## src/rtl/feature_counter_pkg.sv

```systemverilog
// rtl/feature_counter_pkg.sv - shared defaults and popcount helper for feature_counter
package feature_counter_pkg;

    localparam int DEFAULT_INPUT_FEATURES  = 8;
    localparam int DEFAULT_DEBOUNCE_CYCLES = 16;
    localparam int POPCOUNT_MAX_WIDTH      = 256;

    // Callers zero-extend their vector to POPCOUNT_MAX_WIDTH bits.
    function automatic int unsigned popcount(input logic [POPCOUNT_MAX_WIDTH-1:0] vec);
        int unsigned n;
        n = 0;
        for (int i = 0; i < POPCOUNT_MAX_WIDTH; i++) begin
            n = n + 32'(vec[i]);
        end
        return n;
    endfunction

endpackage

```

## src/rtl/feature_debouncer.sv

```systemverilog
// rtl/feature_debouncer.sv - two-flop synchronizer plus optional stable-window debounce
module feature_debouncer
    import feature_counter_pkg::*;
#(
    parameter int WIDTH           = DEFAULT_INPUT_FEATURES,
    parameter int DEBOUNCE_CYCLES = DEFAULT_DEBOUNCE_CYCLES,
    parameter bit DEBOUNCE_EN     = 1'b1
) (
    input  logic             clock_i,
    input  logic             reset_i,
    input  logic [WIDTH-1:0] features_i,
    output logic [WIDTH-1:0] accepted_o,
    output logic             accept_o
);

    logic [WIDTH-1:0] sync1;
    logic [WIDTH-1:0] sync2;

    always_ff @(posedge clock_i or negedge reset_i) begin
        if (!reset_i) begin
            sync1 <= '0;
            sync2 <= '0;
        end else begin
            sync1 <= features_i;
            sync2 <= sync1;
        end
    end

    generate
        if (DEBOUNCE_EN) begin : g_debounce
            localparam int SW = $clog2(DEBOUNCE_CYCLES + 1);
            localparam logic [SW-1:0] STABLE_MAX  = SW'(DEBOUNCE_CYCLES);
            localparam logic [SW-1:0] STABLE_LAST = SW'(DEBOUNCE_CYCLES - 1);

            logic [WIDTH-1:0] candidate;
            logic [SW-1:0]    stable_cnt;

            // Saturating at STABLE_MAX keeps a held vector from being accepted twice.
            always_ff @(posedge clock_i or negedge reset_i) begin
                if (!reset_i) begin
                    candidate  <= '0;
                    stable_cnt <= '0;
                end else if (sync2 != candidate) begin
                    candidate  <= sync2;
                    stable_cnt <= '0;
                end else if (stable_cnt != STABLE_MAX) begin
                    stable_cnt <= stable_cnt + SW'(1);
                end
            end

            assign accepted_o = candidate;
            assign accept_o   = (stable_cnt == STABLE_LAST) && (sync2 == candidate);
        end else begin : g_passthru
            assign accepted_o = sync2;
            assign accept_o   = 1'b1;
        end
    endgenerate

endmodule

```

## src/rtl/feature_counter.sv

```systemverilog
// rtl/feature_counter.sv - counts accepted active feature lines; debounce selected by FEATURE_COUNTER_DEBOUNCE_EN
module feature_counter
    import feature_counter_pkg::*;
#(
    parameter int INPUT_FEATURES  = DEFAULT_INPUT_FEATURES,
    parameter int DEBOUNCE_CYCLES = DEFAULT_DEBOUNCE_CYCLES
) (
    input  logic                                clock_i,
    input  logic                                reset_i,
    input  logic [INPUT_FEATURES-1:0]           features_i,
    output logic [$clog2(INPUT_FEATURES+1)-1:0] counter_o,
    output logic                                changed_o
);

    localparam int CW = $clog2(INPUT_FEATURES + 1);

`ifdef FEATURE_COUNTER_DEBOUNCE_EN
    localparam bit DEBOUNCE_EN = 1'b1;
`else
    localparam bit DEBOUNCE_EN = 1'b0;
`endif

    logic [INPUT_FEATURES-1:0] accepted;
    logic                      accept;
    logic [CW-1:0]             count_next;

    feature_debouncer #(
        .WIDTH           (INPUT_FEATURES),
        .DEBOUNCE_CYCLES (DEBOUNCE_CYCLES),
        .DEBOUNCE_EN     (DEBOUNCE_EN)
    ) u_debouncer (
        .clock_i    (clock_i),
        .reset_i    (reset_i),
        .features_i (features_i),
        .accepted_o (accepted),
        .accept_o   (accept)
    );

    assign count_next = CW'(popcount(POPCOUNT_MAX_WIDTH'(accepted)));

    always_ff @(posedge clock_i or negedge reset_i) begin
        if (!reset_i) begin
            counter_o <= '0;
            changed_o <= 1'b0;
        end else begin
            changed_o <= accept && (count_next != counter_o);
            if (accept) begin
                counter_o <= count_next;
            end
        end
    end

endmodule
```

## config.mk

```make
export PLATFORM = sky130hd
export DESIGN_NAME = feature_counter
export DESIGN_NICKNAME = d
export VERILOG_FILES = /design/src/rtl/feature_counter_pkg.sv /design/src/rtl/feature_debouncer.sv /design/src/rtl/feature_counter.sv
export SDC_FILE = /design/constraint.sdc
export NUM_CORES = 1
export LEC_CHECK = 0
export ABC_AREA = 1
export CAP_MARGIN = 0
export CELL_PAD_IN_SITES_DETAIL_PLACEMENT = 0
export CELL_PAD_IN_SITES_GLOBAL_PLACEMENT = 1
export CORE_MARGIN = 8
export CORE_UTILIZATION = 38
export DETAILED_ROUTE_END_ITERATION = 16
export PLACE_DENSITY = 0.85
export RECOVER_POWER = 50
export SYNTH_ARGS = -nofsm -noshare
export SYNTH_HDL_FRONTEND = slang
export SYNTH_SLANG_ARGS = --single-unit
```

## constraint.sdc

```tcl
create_clock -name clock_i -period 3.51 [get_ports clock_i]
set_input_delay 0.5265 -clock clock_i [delete_from_list [all_inputs] [get_ports clock_i]]
set_output_delay 0.5265 -clock clock_i [all_outputs]
set_load 0.005 [all_outputs]
```

==> flow_metrics.env <==
export IMPL_cp_data_required_time_ps=3700
export IMPL_grt_max_degree=22
export IMPL_floorplan_initialDensity_pct=40.7
export IMPL_final_area_um2=1020
export IMPL_total_power_mw=0.566
export IMPL_drive_above_1_share_pct=4.44
export IMPL_p_leak_nw=0.530
export IMPL_dieArea_um2=3890
export IMPL_drc=0
export IMPL_fin_hold_ws_ps=359
export IMPL_ant_nets=0
export IMPL_cts_hold_buf=0
export IMPL_dpl_instance_area_um2=990
export IMPL_final_cell_mix="dfrtp_1, inv_1, nand2_1"
export IMPL_core_um2=2000
export IMPL_routed_wl_um=1110
export IMPL_ctsResizeCount=0
export IMPL_grt_pass1_wl_um=2200
export IMPL_synth_top_family_by_area="adder cells"
export IMPL_wl_per_cell_um=9.51
export IMPL_ios=15
export IMPL_synth_largest_area_cell="dfrtp_1"
export IMPL_synth_simple_area_share_pct=12.0
export IMPL_die_h_um=62.3
export IMPL_cp_end_kind="flop"
export IMPL_min_period_over_period_pct=88.1
export IMPL_h_tree_depth=1
export IMPL_synth_cell_types=8
export IMPL_clk_latency_ps=290
export IMPL_synthAdderAreaFrac_pct=14.4
export IMPL_crit_type="reg2reg"
export IMPL_startpoint="u_debouncer.accepted_o[0]$_DFF_PN0_"
export IMPL_mappedNetlistArea_um2=816
export IMPL_final_common_cell="dfrtp_1"
export IMPL_cap_violations=0
export IMPL_r2r_start="u_debouncer.accepted_o[0]$_DFF_PN0_"
export IMPL_final_max_slew_viol_count=0
export IMPL_port_buffers=14
export IMPL_max_stage_delay_ps=580
export IMPL_r2r_slack_ps=420
export IMPL_track_usage_pct=6.89
export IMPL_dr_pass1_iters=4
export IMPL_cts_sinks=21
export IMPL_path_clk_slew_ps=110
export IMPL_cts_tree="yes"
export IMPL_setup_tns_ps=0
export IMPL_worstHoldStart="u_debouncer.sync1[0]$_DFF_PN0_"
export IMPL_muxShareOfSynthArea_pct=0
export IMPL_vias_per_cell=4.04
export IMPL_synth_warnings=0
export IMPL_synth_compound_area_share_pct=0
export IMPL_overflow=0
export IMPL_finalClockSkew_ps=2.46
export IMPL_first_iter_violations=8
export IMPL_ys_seq_area_share_pct=64.4
export IMPL_rsz0062_at_grt="no"
export IMPL_fin_nets=108
export IMPL_avgSynthCellArea_um2=11.3
export IMPL_synth_xor_area_share_pct=0
export IMPL_fillers=182
export IMPL_worstPathMaxFanout=3
export IMPL_status="complete, no violations"
export IMPL_vias=473
export IMPL_vdd_ir_drop_max_v=0.000245
export IMPL_setup_viol=0
export IMPL_cts_setup_buffers=0
export IMPL_synth_area_top_cells="dfrtp_1, fa_1, inv_1, nand2_1, ha_1"
export IMPL_cts_buffers=3
export IMPL_path_common_cell="fa_1"
export IMPL_tightest_slew_ps=885
export IMPL_syn_num_nets=89
export IMPL_die_width_um=62.3
export IMPL_ys_seq_elements=21
export IMPL_n_antenna_cell=0
export IMPL_fmax_mhz=323
export IMPL_hp_class="reg2reg"
export IMPL_dp_cells=113
export IMPL_syn_to_final_growth_pct=24.5
export IMPL_p_per_area_nw_per_um2=557
export IMPL_min_period_ps=3090
export IMPL_synth_top_area_share_pct=64.4
export IMPL_slew_headroom_pct=40.8
export IMPL_finalHoldViolations=0
export IMPL_fin_cells=117
export IMPL_syn_inst=72
export IMPL_gp_congestion=0.764
export IMPL_antenna_found_initial=0
export IMPL_worstPathCellList="inv_1, fa_1, fa_1, fa_1, inv_1, ha_1, fa_1, inv_1, nand2_1, nand2_1, nor2_1, nand3_1"
export IMPL_worst_setup_path_start_kind="flop"
export IMPL_grt_pass1_vias=527
export IMPL_hpwl_um=880
export IMPL_clockBufferDepth=2
export IMPL_rows=16
export IMPL_cp_arrival_ps=3280
export IMPL_crit_slowest_cell="fa_1"
export IMPL_cts_root_buf="clkbuf_4"
==> cells in the mapped netlist <==
library cell and count:
dfrtp_1 21, nand3_1 6, ha_1 3, inv_2 1
inv_1 19, nand2_1 17, fa_1 4, nor2_1 1
==> state kept, by name, summed over array words and instances, names as in the netlist <==
signal	count
u_debouncer.accepted_o	8
u_debouncer.sync1	8
counter_o	4
changed_o	1
==> kinds of logic (layout without fill, tap and decap cells) <==
group,after synthesis,in the layout
DFF,21,21
buffers and inverters,20,38
and+or+nand+nor,24,24
adders and majority gates,7,7
==> final timing paths <==
path                                                       endpoint  depth (start not counted)
worst max register to register                  changed_o$_DFF_PN0_                         12
worst min-delay path            u_debouncer.accepted_o[0]$_DFF_PN0_                          0
worst min register to register  u_debouncer.accepted_o[0]$_DFF_PN0_                          0
min in group asynchronous       u_debouncer.accepted_o[1]$_DFF_PN0_                          1
worst max-delay path                            changed_o$_DFF_PN0_                         12
max in group asynchronous                    counter_o[3]$_DFF_PN0_                          1
==> layer usage <==
layer	share of wire, %	global-route usage [%]	vias to the layer above	wire (um)
met5	0	0	-	0
met4	2.4	7.12	0	27
met3	4.8	1.61	2	53
met2	49	10.2	10	543
met1	44	7.73	219	488
li1	-	-	242	-
==> critical path, delay by kind of cell, from the launching register on <==
family	cells	cell delay [ps]
buffers and inverters	3	140
adders and majority gates	5	2240
and+or+nand+nor	4	270
DFF	1	340
==> stage by stage <==
stage,util (%),setup WS [ps]
3_3_place_gp,49.4,404
3_5_place_dp,49.4,417
6_report,50.7,419
5_1_grt,50.7,180
4_1_cts,50.7,394
2_1_floorplan,-,521
==> report_power, final <==
| group | internal (mW) | switching (mW) |
|---|---|---|
| Clock | 0.0442 | 0.0667 |
| Sequential | 0.272 | 0.0154 |
| Combinational | 0.0878 | 0.0798 |
==> cell type report <==
type,count,area [um^2],share of cell area (%)
multi-input cells,31,215,21.2
inverters,20,75.1,7.39
flip-flops and latches,21,526,51.7
repair buffers,14,140,13.8
clock buffers,4,26.3,2.59
well taps,27,33.8,3.33
Power figures use the tool's default switching activity.
